### src/rtl/block_lock_if.sv
// rtl/block_lock_if.sv - Gearbox-to-block-synchroniser header/slip/lock bundle.
interface block_lock_if #(
    parameter int INVALID_LIMIT = 16
);
    logic [1:0]                             i_header;
    logic                                   i_header_valid;
    logic                                   o_slip;
    logic                                   o_block_lock;
    logic [$clog2(INVALID_LIMIT+1)-1:0]     o_sh_invalid_cnt;

    modport master (
        output i_header,
        output i_header_valid,
        input  o_slip,
        input  o_block_lock,
        input  o_sh_invalid_cnt
    );

    modport slave (
        input  i_header,
        input  i_header_valid,
        output o_slip,
        output o_block_lock,
        output o_sh_invalid_cnt
    );
endinterface

### src/rtl/block_lock_fsm.sv
// rtl/block_lock_fsm.sv - 64b/66b sync-header block lock state machine driving gearbox slip.
module block_lock_fsm #(
    parameter int LOCK_COUNT    = 64,
    parameter int INVALID_LIMIT = 16,
    parameter int SLIP_WAIT     = 32
) (
    input  logic         i_clk,
    input  logic         i_reset,
    block_lock_if.slave  bl
);
    localparam int SH_W   = $clog2(LOCK_COUNT + 1);
    localparam int INV_W  = $clog2(INVALID_LIMIT + 1);
    localparam int WAIT_W = $clog2(SLIP_WAIT + 1);

    generate
        if (LOCK_COUNT < 2 || INVALID_LIMIT < 1 || INVALID_LIMIT > LOCK_COUNT || SLIP_WAIT < 1) begin : g_bad_params
            $error("block_lock_fsm: illegal parameter combination");
        end
    endgenerate

    typedef enum logic [1:0] {
        ST_UNLOCKED  = 2'd0,
        ST_SLIP_WAIT = 2'd1,
        ST_LOCKED    = 2'd2
    } state_t;

    state_t              r_state;
    logic [SH_W-1:0]     r_sh_cnt;
    logic [INV_W-1:0]    r_invld_cnt;
    logic [WAIT_W-1:0]   r_wait_cnt;
    logic                r_slip;
    logic                r_block_lock;

    logic                w_hdr_ok;
    logic [SH_W-1:0]     w_sh_next;
    logic [INV_W-1:0]    w_inv_next;
    logic [WAIT_W-1:0]   w_wait_next;
    logic                w_sh_full;
    logic                w_inv_full;
    logic                w_wait_done;

    // A sync header is legal only when its two bits differ (01 or 10).
    assign w_hdr_ok    = bl.i_header[1] ^ bl.i_header[0];
    assign w_sh_next   = (r_sh_cnt == SH_W'(LOCK_COUNT)) ? r_sh_cnt : r_sh_cnt + SH_W'(1);
    assign w_inv_next  = (r_invld_cnt == INV_W'(INVALID_LIMIT)) ? r_invld_cnt : r_invld_cnt + INV_W'(1);
    assign w_wait_next = (r_wait_cnt == WAIT_W'(SLIP_WAIT)) ? r_wait_cnt : r_wait_cnt + WAIT_W'(1);
    assign w_sh_full   = (w_sh_next == SH_W'(LOCK_COUNT));
    assign w_inv_full  = (w_inv_next == INV_W'(INVALID_LIMIT));
    assign w_wait_done = (r_wait_cnt == WAIT_W'(SLIP_WAIT - 1));

    always_ff @(posedge i_clk) begin
        if (i_reset) begin
            r_state      <= ST_UNLOCKED;
            r_sh_cnt     <= '0;
            r_invld_cnt  <= '0;
            r_wait_cnt   <= '0;
            r_slip       <= 1'b0;
            r_block_lock <= 1'b0;
        end else begin
            r_slip <= 1'b0;
            case (r_state)
                ST_UNLOCKED: begin
                    if (bl.i_header_valid) begin
                        if (w_hdr_ok) begin
                            if (w_sh_full) begin
                                r_state      <= ST_LOCKED;
                                r_block_lock <= 1'b1;
                                r_sh_cnt     <= '0;
                                r_invld_cnt  <= '0;
                            end else begin
                                r_sh_cnt <= w_sh_next;
                            end
                        end else begin
                            r_slip     <= 1'b1;
                            r_sh_cnt   <= '0;
                            r_wait_cnt <= '0;
                            r_state    <= ST_SLIP_WAIT;
                        end
                    end
                end
                // Gearbox is realigning: headers are meaningless until the wait expires.
                ST_SLIP_WAIT: begin
                    if (w_wait_done) begin
                        r_wait_cnt <= '0;
                        r_state    <= ST_UNLOCKED;
                    end else begin
                        r_wait_cnt <= w_wait_next;
                    end
                end
                ST_LOCKED: begin
                    if (bl.i_header_valid) begin
                        if (!w_hdr_ok && w_inv_full) begin
                            r_block_lock <= 1'b0;
                            r_slip       <= 1'b1;
                            r_sh_cnt     <= '0;
                            r_invld_cnt  <= '0;
                            r_wait_cnt   <= '0;
                            r_state      <= ST_SLIP_WAIT;
                        end else if (w_sh_full) begin
                            r_sh_cnt    <= '0;
                            r_invld_cnt <= '0;
                        end else begin
                            r_sh_cnt <= w_sh_next;
                            if (!w_hdr_ok) begin
                                r_invld_cnt <= w_inv_next;
                            end
                        end
                    end
                end
                default: begin
                    r_state      <= ST_UNLOCKED;
                    r_block_lock <= 1'b0;
                end
            endcase
        end
    end

    assign bl.o_slip           = r_slip;
    assign bl.o_block_lock     = r_block_lock;
    assign bl.o_sh_invalid_cnt = r_invld_cnt;
endmodule

### src/flat_wrapper.sv
// flat-port wrapper written by rule: the top's interface ports become plain ports
module block_lock_fsm_flat 
#(
    parameter int LOCK_COUNT    = 64,
    parameter int INVALID_LIMIT = 16,
    parameter int SLIP_WAIT     = 32
)
  (i_clk, i_reset, bl_i_header, bl_i_header_valid, bl_o_slip, bl_o_block_lock, bl_o_sh_invalid_cnt);
  block_lock_if #(.INVALID_LIMIT(INVALID_LIMIT)) bl_i ();
  input  logic i_clk;
  input  logic i_reset;
  input wire logic [$bits(bl_i.i_header)-1:0] bl_i_header;
  input wire logic [$bits(bl_i.i_header_valid)-1:0] bl_i_header_valid;
  output wire logic [$bits(bl_i.o_slip)-1:0] bl_o_slip;
  output wire logic [$bits(bl_i.o_block_lock)-1:0] bl_o_block_lock;
  output wire logic [$bits(bl_i.o_sh_invalid_cnt)-1:0] bl_o_sh_invalid_cnt;
  assign bl_i.i_header = bl_i_header;
  assign bl_i.i_header_valid = bl_i_header_valid;
  assign bl_o_slip = bl_i.o_slip;
  assign bl_o_block_lock = bl_i.o_block_lock;
  assign bl_o_sh_invalid_cnt = bl_i.o_sh_invalid_cnt;
  block_lock_fsm #(.LOCK_COUNT(LOCK_COUNT), .INVALID_LIMIT(INVALID_LIMIT), .SLIP_WAIT(SLIP_WAIT)) u_core (.i_clk(i_clk), .i_reset(i_reset), .bl(bl_i));
endmodule
### config.mk
export PLATFORM = sky130hd
export DESIGN_NAME = block_lock_fsm_flat
export DESIGN_NICKNAME = d
export VERILOG_FILES = /design/src/rtl/block_lock_if.sv /design/src/rtl/block_lock_fsm.sv /design/src/flat_wrapper.sv
export SDC_FILE = /design/constraint.sdc
export NUM_CORES = 1
export LEC_CHECK = 0
export ABC_AREA = 1
export BUFFER_PORTS_ARGS = -buffer_cell sky130_fd_sc_hd__buf_2
export CAP_MARGIN = 15
export CORE_MARGIN = 2
export CORE_UTILIZATION = 60
export DETAILED_ROUTE_END_ITERATION = 12
export PLACE_DENSITY = 0.8
export SLEW_MARGIN = 20
export SYNTH_ARGS = -nofsm -noshare
export SYNTH_HDL_FRONTEND = slang
export SYNTH_SLANG_ARGS = --single-unit
### constraint.sdc
create_clock -name i_clk -period 2.8 [get_ports i_clk]
set_input_delay 0.56 -clock i_clk [delete_from_list [all_inputs] [get_ports i_clk]]
set_output_delay 0.56 -clock i_clk [all_outputs]
set_load 0.02 [all_outputs]
==> Word-level counts from Yosys, hierarchy flattened <==
Index checks and enable logic that the tools add are counted.
{ "totals": {"elab_cells": 80, "register_bits": 22, "out_inout_bits": 7} }
{ "classes": {"bitwise_logic": 2, "n_addsub": 3, "n_eq_ne": 18, "n_mux": 41, "reduce_logical": 10} }
{ "op_table": {"columns": ["cell", "n"], "rows": [
  ["7-bit 2-to-1 mux", 6],
  ["5-bit 2-to-1 mux", 8],
  ["6-bit 2-to-1 mux", 6],
  ["6-bit one-hot mux with 3 select lines", 1],
  ["6-bit AND reduction", 3],
  ["7-bit == test (second input constant)", 2],
  ["7-bit one-hot mux with 2 select lines", 1],
  ["2-bit 2-to-1 mux", 6],
  ["5-bit == test (second input constant)", 2],
  ["5-bit one-hot mux with 2 select lines", 1],
  ["1-bit 2-to-1 mux", 9],
  ["2-bit by 1-bit != test with 1-bit output (second input constant)", 4],
  ["7-bit by 1-bit adder with 7-bit output (second input constant)", 1],
  ["6-bit by 1-bit adder with 6-bit output (second input constant)", 1],
  ["6-bit by 5-bit == test with 1-bit output (second input constant)", 1],
  ["6-bit == test (second input constant)", 1],
  ["2-bit != test (second input constant)", 3],
  ["2-bit one-hot mux with 3 select lines", 1],
  ["5-bit by 1-bit adder with 5-bit output (second input constant)", 1],
  ["5-bit AND reduction", 1],
  ["4-bit != test (second input constant)", 1],
  ["3-bit by 2-bit != test with 1-bit output (second input constant)", 1],
  ["3-bit != test (second input constant)", 1],
  ["1-bit one-hot mux with 3 select lines", 1],
  ["11 further kinds", 11]
]} }

==> Longest topological paths before layout <==
Gate-level depths: netlist of run 1.
{ "depth": {"ltp_word": 7, "depth_mapped": 14, "ltp_nobuf": 14} }

==> Worst setup path before layout of run 1 <==
Ideal clock, no wire load.
{ "synth_path": {"kind": "register to register", "start": "register u_core.r_invld_cnt[0], in the netlist u_core.bl.o_sh_invalid_cnt[0]", "end": "register u_core.r_wait_cnt[0]", "n_path_buf": 0, "slack_ns": 1.022, "period_less_slack_ns": 1.778, "setup_ns": 0.117, "t_required_ns": 2.683, "stages_incl_launch_ff": 13, "arrival_time_ns": 1.661, "path_cell_list": "dfxtp_1 > inv_1 > ha_1 > nand3_1 > nand2_1 > nand2_1 > inv_1 > nor2_1 > nand2_1 > nand2_2 > nand2_2 > o21ai_0 > nor2_1"} }
{ "synth_between": {"elab_chain_len": 6} }
{ "synth_rtl": {"columns": ["element", "line", "text"], "rows": [
  ["from (decl)", "block_lock_fsm.sv:29", "logic [INV_W-1:0] r_invld_cnt;"],
  ["from (signal assigned)", "block_lock_fsm.sv:105", "r_invld_cnt <= w_inv_next;"],
  ["5-bit by 1-bit adder with 5-bit output or 5-bit == test (tied branches)", "block_lock_fsm.sv:45", "assign w_inv_next = (r_invld_cnt == INV_W'(INVALID_LIMIT)) ? r_invld_cnt : r_invld_cnt + INV_W'(1);"],
  ["5-bit 2-to-1 mux *", "block_lock_fsm.sv:45", null],
  ["5-bit == test *", "block_lock_fsm.sv:48", "assign w_inv_full = (w_inv_next == INV_W'(INVALID_LIMIT));"],
  ["1-bit logical AND *", "block_lock_fsm.sv:92", "if (!w_hdr_ok && w_inv_full) begin"],
  ["2-bit by 1-bit != test with 1-bit output (no source line) *", null, null],
  ["6-bit AND reduction (no source line) *", null, null],
  ["to (signal assigned)", "block_lock_fsm.sv:87", "r_wait_cnt <= w_wait_next;"],
  ["to (decl)", "block_lock_fsm.sv:30", "logic [WAIT_W-1:0] r_wait_cnt;"]
]} }
Mark *: on every way between the ends. The rest lies on a longest branch, timed or not.
A chain may end at the register's enable or synchronous reset.

==> Final worst setup path of run 1 <==
{ "layout_path": {"start": "register u_core.r_sh_cnt[1]", "end": "register u_core.r_invld_cnt[3], in the netlist u_core.bl.o_sh_invalid_cnt[3]"} }
{ "layout_between": {"elab_chain_len": 7} }
{ "layout_rtl": {"columns": ["element", "line", "text"], "rows": [
  ["from (decl)", "block_lock_fsm.sv:28", "logic [SH_W-1:0] r_sh_cnt;"],
  ["from (signal assigned)", "block_lock_fsm.sv:71", "r_sh_cnt <= w_sh_next;"],
  ["from (signal assigned)", "block_lock_fsm.sv:103", "r_sh_cnt <= w_sh_next;"],
  ["7-bit by 1-bit adder with 7-bit output or 7-bit == test (tied branches)", "block_lock_fsm.sv:44", "assign w_sh_next = (r_sh_cnt == SH_W'(LOCK_COUNT)) ? r_sh_cnt : r_sh_cnt + SH_W'(1);"],
  ["7-bit 2-to-1 mux *", "block_lock_fsm.sv:44", null],
  ["7-bit == test *", "block_lock_fsm.sv:47", "assign w_sh_full = (w_sh_next == SH_W'(LOCK_COUNT));"],
  ["5-bit 2-to-1 mux", "block_lock_fsm.sv:99", "end else if (w_sh_full) begin"],
  ["5-bit 2-to-1 mux", "block_lock_fsm.sv:92", null],
  ["5-bit 2-to-1 mux", "block_lock_fsm.sv:91", "if (bl.i_header_valid) begin"],
  ["5-bit one-hot mux with 2 select lines", "block_lock_fsm.sv:61", "case (r_state)"]
]} }
Mark *: on every way between the ends. The rest lies on a longest branch, timed or not. The select of a mux whose other input is x is not followed.

==> key figures, run 1 <==
Outcome
  – Status: completed

Yosys
  – Sequential fraction of the synthesis area: 0.2933
  – Synth area leader: dfxtp_1
  – Post-synth EDFFs: 0
  – Yosys warns: 0
  – Mean Syn Cell Area: 6.472 µm²
  – Syn nets: 243
  – Synth unique cells: 26
  – Synth async-reset ratio: 0
  – Cell area after synthesis: 0.001501 mm²
  – Top FF cell, synth: dfxtp_1
  – Share of the synthesized area in the top cell type: 0.2933
  – FF+latch count, synth: 22
  – Largest cells by area after synthesis: dfxtp_1, nand2_1, nor2_1
  – Mapped Cells: 232

Layout
  – Share of layout cells above drive strength 1: 0.1393
  – Diode count: 0
  – # nets final: 256
  – Register Area: 440.4 µm²
  – Area grow syn2layout: 7.334%
  – Fill cells: 236
  – Multi-input gate area: 925.9 µm²

Floorplanning
  – Die width: 54.03 µm
  – Die Height: 54.03 µm
  – Row count: 18
  – Initial core utilization: 0.6173
  – IO Count: 12
  – Die area: 0.002919 mm²
  – CORE AREA: 0.002432 mm²

Critical path
  – Startpoint Class: flip-flop
  – CP endpoint kind: flip-flop
  – CP max FO: 9
  – Setup Crit Path Kind: flip-flop to flip-flop
  – Worst Path Required: 3.05 ns
  – Crit path DAT: 2.16 ns
  – R2r worst-path depth: 13

STA
  – F_max: 523.1 MHz
  – Clock skew: 0.009358 ns
  – Final Hold Viols: 0
  – Max-slew headroom: 0.6845
  – Min Tclk post-route: 1.912 ns
  – RSZ-0062 raised after global routing: false
  – Slew of the pin with the lowest slew margin: 0.4717 ns
  – Final setup fails: 0
  – Final critical-path share of the clock period: 0.6827
  – Max-slew violation count: 0
  – Setup_tns: 0 ns
  – Worst hold margin: 0.4521 ns

Min path
  – Hold depth: 2
  – Worst Hold Class: flip-flop to flip-flop

Pwr
  – Pwr dens: 640.8 mW/mm²
  – Peak VDD IR: 0.4888 mV
  – LEAKAGE: 0.6834 nW

Clock network
  – Clock Latency Late Sink: 0.31 ns
  – # H-tree levels: 1
  – Buffer count from post-CTS setup fixing: 0
  – Hold_buf cts: 0
  – # clock sinks: 22
  – CTS buffer count: 3
  – Worst-path clk slew: 0.13 ns
  – Clock buffer depth: 2
  – Post-CTS resize count: 0
  – Clock Tree Root: clkbuf_4
  – TritonCTS clock tree: done

Drt
  – Final wirelength: 2.890 mm
  – 1st-iter DRT viols: 35
  – DR pass1 iterations: 4
  – WL/cell: 10.55 µm
  – DR vias: 1442
  – Vias/cell: 5.263
  – Remaining antenna violation count: 0
  – DR DRC count: 0

Global route
  – Vias in the first global route: 1192
  – Initial antenna violation count: 0
  – Total track usage: 0.2247
  – Overflow after GRT: 0
  – Largest net degree at the start of global routing: 16
  – First-pass GRT wire length: 4.830 mm

Flow run
  – MaxCap Viol Count: 0

Placed design
  – IO Port Bufs: 11
  – Dpl hpwl: 2.262 mm
  – Routability cong.: 0.8671
registers in the layout, summed over array words and instances, names as in the netlist:
register                    flops
u_core.bl.o_block_lock          1
u_core.bl.o_slip                1
u_core.r_sh_cnt                 7
u_core.r_wait_cnt               6
u_core.bl.o_sh_invalid_cnt      5
u_core.r_state                  2
cells in the final DEF (no fill, tap or decap), types with 3 or more instances in the layout:
master / count
nand2_1: 55
clkbuf_4: 3
nand2_2: 7
xor2_1: 6
buf_2: 11
nand3_1: 17
dfxtp_1: 22
nor2_1: 34
nor3_1: 5
ha_1: 6
inv_1: 31
nor2_2: 5
nand4_1: 7
a21oi_1: 17
o21ai_0: 4
nand3_2: 3
power breakdown:
part	switching, mW	internal [mW]	total [mW]
Clock	0.0985	0.0794	0.178
Combinational	0.291	0.150	0.442
Sequential	0.0525	0.360	0.413
Total	0.442	0.590	1.03
cell families after synthesis:
| family | after synthesis | share of synthesized area |
|---|---|---|
| and+or+nand+nor | 139 | 0.4325 |
| buffers and inverters | 34 | 0.09000 |
| AOI/OAI and AO/OA | 24 | 0.09334 |
| DFF | 22 | 0.2933 |
| xor gates and xnor gates | 7 | 0.04083 |
| adders and majority gates | 6 | 0.05000 |
worst paths after layout:
path / startpoint / to / slack [ns]
min: u_core.bl.o_block_lock$_SDFFE_PP0P_ / u_core.bl.o_block_lock$_SDFFE_PP0P_ / 0.45
max: u_core.r_sh_cnt[1]$_SDFFE_PP0P_ / u_core.bl.o_sh_invalid_cnt[3]$_SDFFE_PP0P_ / 0.89
min reg2reg: u_core.bl.o_block_lock$_SDFFE_PP0P_ / u_core.bl.o_block_lock$_SDFFE_PP0P_ / 0.45
max reg2reg: u_core.r_sh_cnt[1]$_SDFFE_PP0P_ / u_core.bl.o_sh_invalid_cnt[3]$_SDFFE_PP0P_ / 0.89
critical path, cell delays in order (launching register included):
cell     delay [ns]
dfxtp_1        0.47
ha_1           0.23
nand2_1        0.09
nor2_2         0.16
inv_1          0.06
nand2_2        0.08
nand3_2        0.10
nor2_4         0.12
nand2_2        0.11
nand3_2        0.11
nand3_4        0.12
nand2_1        0.09
inv_1          0.04
nor2_1         0.09
cells in the mapped netlist (2+ instances only):
cell type  count
a21oi_1       17
inv_1         31
nand3_1       17
nand2_1       55
xor2_1         6
nand3_2        3
nand4_1        7
o21ai_0        4
nand2_2        7
clkbuf_1       2
nor2_2         5
nor3_1         5
ha_1           6
nor2_1        34
dfxtp_1       22
final cells by class:
| cell class | instances | area share |
|---|---|---|
| clock buffer | 4 | 0.02252 |
| inverter | 31 | 0.07221 |
| multi-input combinational | 176 | 0.5745 |
| sequential | 22 | 0.2733 |
| tap | 30 | 0.02329 |
| timing repair buffer | 11 | 0.03416 |
per-layer routing:
metal | vias to the layer above | share of wire | track usage
met5 | - | 0 | 0
met4 | 0 | 0.013 | 0.08333
met3 | 6 | 0.040 | 0.03333
met2 | 29 | 0.45 | 0.3598
met1 | 645 | 0.50 | 0.3046
li1 | 762 | - | -
through the flow:
stage	std cells	cell area, µm²	worst slack, ns	util	total power [mW]
after global routing	274	1612	0.6325	0.6626	1.118
after CTS	274	1612	0.8865	0.6626	1.044
after global placement	270	1575	0.7750	0.6476	0.8546
after detailed placement	270	1575	0.7194	0.6476	0.8600
after floorplan	232	1501	1.022	-	0.7669
final	274	1612	0.8884	0.6626	1.033
Note: power is estimated with default switching activity, not from simulation.
==> run 2, diff against run 1 <==
ABC_AREA = 0   (was 1)
CORE_UTILIZATION = 52   (was 60)
PLACE_DENSITY = 0.74   (was 0.8)
clock period = 1.6 ns   (was 2.8 ns; I/O delays follow)
==> key figures, run 2 <==
Critical path
  – R2r worst-path depth: 7
  – Reg2Reg Setup Slack: -0.65 ns
  – Crit path max-delay family: simple AND/OR/NAND/NOR gates
  – CP max FO: 4
  – Bufs and invs on worst path: 0
  – Critical path launch point: u_core.r_sh_cnt[2]$_SDFFE_PP0P_
  – Critical Path, Cell by Cell: nor4b_4 -> nand3b_1 -> a211o_1 -> or4_1 -> o21ai_2 -> o32ai_1 -> mux2_2
  – CP endpoint kind: flip-flop
  – Levels on crit path: 7
  – Crit Reg-Reg Startpoint: u_core.r_sh_cnt[2]$_SDFFE_PP0P_
  – Setup Crit Path Kind: flip-flop to flip-flop
  – Startpoint Class: flip-flop
  – Worst Path Required: 1.81 ns
  – Slowest cell on the critical path: or4_1
  – Crit path DAT: 2.47 ns
  – Worst path max stage delay: 0.42 ns

STA
  – Max-slew headroom: 0.7220
  – Max-slew violation count: 0
  – F_max: 443.5 MHz
  – Min Tclk post-route: 2.255 ns
  – Slew of the pin with the lowest slew margin: 0.4137 ns
  – RSZ-0062 raised after global routing: true
  – Setup ws final: -0.6550 ns
  – Final critical-path share of the clock period: 1.409
  – Final Hold Viols: 0
  – Final setup fails: 22
  – Clock skew: 0.007605 ns
  – Setup_tns: -11.26 ns

Layout
  – Diode count: 0
  – Max reg flops: 7
  – Largest Register: u_core.r_sh_cnt
  – Fin area: 0.002044 mm²
  – Final core utilization: 0.8253
  – Most common cell after layout, fill and taps aside: buf_4
  – Share of layout cells above drive strength 1: 0.4629
  – Most frequent cells in the layout: buf_4, nor2_1, dfxtp_1
  – Area grow syn2layout: 49.63%
  – # nets final: 241

Yosys
  – Cell area after synthesis: 0.001366 mm²
  – FF+latch count, synth: 22
  – Mean Syn Cell Area: 8.281 µm²
  – Synth unique cells: 43
  – Syn nets: 176
  – Sequential fraction of the synthesis area: 0.3223
  – Largest cells by area after synthesis: dfxtp_1, ha_1, a21oi_1
  – Top post-synthesis cells by count: dfxtp_1, a21oi_1, nor2_1
  – Synth area leader: dfxtp_1
  – Yosys warns: 0
  – Most common cell in the synthesized netlist: dfxtp_1
  – Top FF cell, synth: dfxtp_1
  – Share of the synthesized area in the top cell type: 0.3223
  – Synth async-reset ratio: 0
  – Post-synth EDFFs: 0
  – Mapped Cells: 165

Pwr
  – Peak VDD IR: 0.5920 mV
  – Tot Pwr: 1.065 mW
  – LEAKAGE: 0.8199 nW
  – Pwr dens: 520.7 mW/mm²

Placed design
  – Routability cong.: 0.8803
  – DP Worst Slack: -0.7413 ns
  – Placed cell area: 0.001893 mm²
  – Dpl hpwl: 2.865 mm
  – IO Port Bufs: 11

Floorplanning
  – Row count: 18
  – CORE AREA: 0.002477 mm²
  – IO Count: 12
  – Die area: 0.003054 mm²
  – Initial core utilization: 0.5515
  – Die width: 55.26 µm
  – Die Height: 55.26 µm

Clock network
  – Clock buffer depth: 2
  – # H-tree levels: 1
  – # clock sinks: 22
  – CTS buffer count: 3
  – TritonCTS clock tree: done
  – Worst-path clk slew: 0.13 ns
  – Clock Tree Root: clkbuf_4
  – Clock Latency Late Sink: 0.32 ns
  – Hold_buf cts: 0

Outcome
  – Status: finished with violations
  – Failing checks: setup timing

Min path
  – Worst Hold Class: primary input to flip-flop
  – Critical hold path startpoint: bl_i_header_valid
  – Hold depth: 4

Drt
  – WL/cell: 15.53 µm
  – DR DRC count: 0
  – DR vias: 1503
  – Final wirelength: 4.021 mm
  – Vias/cell: 5.803
  – 1st-iter DRT viols: 49
  – DR pass1 iterations: 4
  – Remaining antenna violation count: 0

Global route
  – Largest net degree at the start of global routing: 23
  – First-pass GRT wire length: 6.741 mm
  – Total track usage: 0.2739
  – Vias in the first global route: 1484
  – Overflow after GRT: 0
  – Initial antenna violation count: 0

Flow run
  – MaxCap Viol Count: 0
## run 2: layout make-up
type / count / area (µm²)
repair buffers: 63 / 456.7
well taps: 30 / 37.54
clock buffers: 4 / 26.28
multi-input cells: 131 / 1032
inverters: 9 / 36.28
flip-flops and latches: 22 / 455.4
fillers: 166 / 432.9
## run 2: where the power goes
group	total, mW	switching [mW]	internal (mW)
Clock	0.272	0.175	0.0976
Sequential	0.563	0.0101	0.553
Combinational	0.229	0.118	0.111
Total	1.06	0.302	0.762
## run 2: cells by family after synthesis
| group | after synthesis | share of synthesized area |
|---|---|---|
| AO/OA/AOI/OAI | 43 | 0.2134 |
| multiplexers | 2 | 0.01648 |
| AND/OR/NAND/NOR | 71 | 0.2949 |
| buffers and inverters | 13 | 0.04121 |
| adder cells (fa/ha/maj) | 6 | 0.05494 |
| flip-flops | 22 | 0.3223 |
| XOR/XNOR | 8 | 0.05678 |
## run 2: path summary, 6_finish.rpt
path	end
worst max-delay path	u_core.bl.o_sh_invalid_cnt[2]$_SDFFE_PP0P_
worst min-delay path	u_core.bl.o_block_lock$_SDFFE_PP0P_
worst max register to register	u_core.bl.o_sh_invalid_cnt[2]$_SDFFE_PP0P_
worst min register to register	u_core.bl.o_block_lock$_SDFFE_PP0P_
## run 2: worst reg2reg max path, stage by stage, from the launching register on
cell,delay [ns]
dfxtp_2,0.36
nor4b_4,0.28
nand3b_1,0.15
a211o_1,0.31
or4_1,0.42
o21ai_2,0.24
o32ai_1,0.12
mux2_2,0.27
## run 2: per-stage QoR
stage	cells	hold slack, ns
final	259	0.4105
after global placement	251	0.4762
after CTS	258	0.4138
after global routing	259	0.4102
after detailed placement	251	0.4743
after floorplan	165	0.4746
## run 2: repair_timing
item	4_1_cts	5_1_grt
pin swaps	4	7
endpoints found under the setup margin	22	22
gates resized for setup	11	11
buffers inserted	2	1
gates cloned	1	0
## run 2: layer usage
layer,global-route usage,wire (µm)
met5,0,0
met4,0.08362,87
met3,0.03513,157
met2,0.5068,2130
met1,0.3255,1646
==> run 3, diff against run 2 <==
CORE_UTILIZATION = 58   (was 52)
PLACE_DENSITY = 0.78   (was 0.74)
clock period = 2.5 ns   (was 1.6 ns; I/O delays follow)
==> key figures, run 3 (synthesis gave the netlist of run 2 again) <==
STA
  – F_max: 416.4 MHz
  – Max-slew violation count: 0
  – Final setup fails: 0
  – Min Tclk post-route: 2.402 ns
  – Final Hold Viols: 0
  – Final critical-path share of the clock period: 0.9606
  – Max-slew headroom: 0.6792
  – Slew of the pin with the lowest slew margin: 0.4775 ns
  – Clock skew: 0.006456 ns

Pwr
  – Pwr dens: 416.0 mW/mm²
  – Tot Pwr: 664.2 µW
  – Peak VDD IR: 0.3454 mV
  – Sw Share: 0.2711
  – Flop pwr share: 0.544
  – Clk pwr share: 0.308
  – P_int: 484.1 µW
  – LEAKAGE: 0.6028 nW
  – Net switching power: 180.1 µW
  – Logic gate share of total power: 0.147

Critical path
  – Worst Path Required: 2.71 ns
  – Crit path DAT: 2.61 ns
  – CP max FO: 5
  – Critical Path, Cell by Cell: inv_1 -> ha_1 -> or3b_1 -> o41a_1 -> or3_4 -> o21ai_0 -> a21oi_2
  – Reg2Reg Setup Slack: 0.1 ns
  – Startpoint Class: flip-flop
  – Setup Crit Path Kind: flip-flop to flip-flop
  – CP endpoint kind: flip-flop
  – Slowest cell on the critical path: or3_4
  – Worst path max stage delay: 0.46 ns

Global route
  – Overflow after GRT: 0
  – First-pass GRT wire length: 5.244 mm
  – Largest net degree at the start of global routing: 24
  – Vias in the first global route: 1256
  – Initial antenna violation count: 0
  – Total track usage: 0.2560

Layout
  – Most frequent cells in the layout: dfxtp_1, nor2_1, a21oi_1
  – Largest Register: u_core.r_sh_cnt
  – # nets final: 201
  – Fill cells: 197
  – Max reg flops: 7
  – Area grow syn2layout: 16.85%
  – Fin area: 0.001597 mm²
  – Share of layout cells above drive strength 1: 0.2116
  – Diode count: 0
  – Most common cell after layout, fill and taps aside: dfxtp_1

Clock network
  – Clock Tree Root: clkbuf_4
  – # clock sinks: 22
  – # H-tree levels: 1
  – TritonCTS clock tree: done
  – Clock Latency Late Sink: 0.32 ns
  – Clock buffer depth: 2
  – CTS buffer count: 3
  – Worst-path clk slew: 0.13 ns

Floorplanning
  – Row count: 17
  – Die area: 0.002760 mm²
  – Initial core utilization: 0.6176
  – Die Height: 52.54 µm
  – CORE AREA: 0.002212 mm²
  – IO Count: 12
  – Die width: 52.54 µm

Drt
  – DR vias: 1328
  – Final wirelength: 3.276 mm
  – 1st-iter DRT viols: 26
  – WL/cell: 15.10 µm
  – Remaining antenna violation count: 0
  – DR DRC count: 0
  – DR pass1 iterations: 4
  – Vias/cell: 6.120

Outcome
  – Status: completed

Placed design
  – IO Port Bufs: 11
  – Routability cong.: 0.8733
  – Dpl hpwl: 2.371 mm
  – Placed cell area: 0.001521 mm²

Min path
  – Worst Hold Class: flip-flop to flip-flop

Flow run
  – MaxCap Viol Count: 0
[run 3: changes by cell type in the layout (fill, tap and decap cells not counted), moves of 3 or more]
cell     change
nor3_1       +4
nor3_2       -3
buf_4       -37
buf_6        -3
ha_1         +3
ha_4         -3
dfxtp_1      +6
o21ai_0      +4
dfxtp_2      -5
[run 3: layout make-up]
class,instances,area (µm²),share of cell area
clock buffers,4,36.28,0.02273
repair buffers,23,145.1,0.09091
flip-flops and latches,22,445.4,0.2790
inverters,9,33.78,0.02116
well taps,28,35.03,0.02194
multi-input cells,131,900.9,0.5643
[run 3: path summary, 6_finish.rpt]
path                                              start                                  end  cells after the start
max          u_core.bl.o_sh_invalid_cnt[0]$_SDFFE_PP0P_    u_core.r_wait_cnt[3]$_SDFFE_PP0P_                      7
min                 u_core.bl.o_block_lock$_SDFFE_PP0P_  u_core.bl.o_block_lock$_SDFFE_PP0P_                      2
max reg2reg  u_core.bl.o_sh_invalid_cnt[0]$_SDFFE_PP0P_    u_core.r_wait_cnt[3]$_SDFFE_PP0P_                      7
min reg2reg         u_core.bl.o_block_lock$_SDFFE_PP0P_  u_core.bl.o_block_lock$_SDFFE_PP0P_                      2
[run 3: power groups by stage]
stage / registers (mW) / logic (mW) / clock network [mW]
after floorplan: 0.369 / 0.0620 / 0
after CTS: 0.362 / 0.0904 / 0.209
after global placement: 0.369 / 0.0845 / 0
after global routing: 0.363 / 0.106 / 0.221
final: 0.362 / 0.0978 / 0.205
after detailed placement: 0.369 / 0.0876 / 0
[run 3: what timing repair did]
item,in CTS,in global routing
hold buffers,0,0
pin swaps,1,3
setup endpoints to repair,6,8
gates cloned,0,1
resized for setup,1,5
buffers inserted,0,1
[run 3: metrics by stage]
stage	worst slack, ns	utilization	setup TNS, ns	hold slack, ns	instances
detailed placement	-0.1165	0.6878	-0.5390	0.4642	211
floorplan	0.03486	-	0	0.4655	165
CTS	0.05294	0.7064	0	0.4869	215
finish	0.09849	0.7217	0	0.4850	217
global placement	-0.05489	0.6878	-0.2279	0.4846	211
global route	-0.02592	0.7217	-0.03972	0.5186	217
[run 3: worst max-delay path, delay by kind of cell, from the launching register on]
| family | cells | cell delay (ns) |
|---|---|---|
| flip-flops | 1 | 0.38 |
| adder cells (fa/ha/maj) | 1 | 0.31 |
| AO/OA/AOI/OAI | 3 | 0.71 |
| buffers and inverters | 1 | 0.05 |
| AND/OR/NAND/NOR | 2 | 0.84 |
[run 3: routing by layer]
layer	vias to the layer above	part of all wire	global-route usage	wire length, µm
met2	27	0.51	0.4438	1681
li1	651	-	-	-
met5	-	0	0	0
met1	644	0.44	0.3043	1452
met3	6	0.023	0.02857	75
met4	0	0.020	0.1410	66
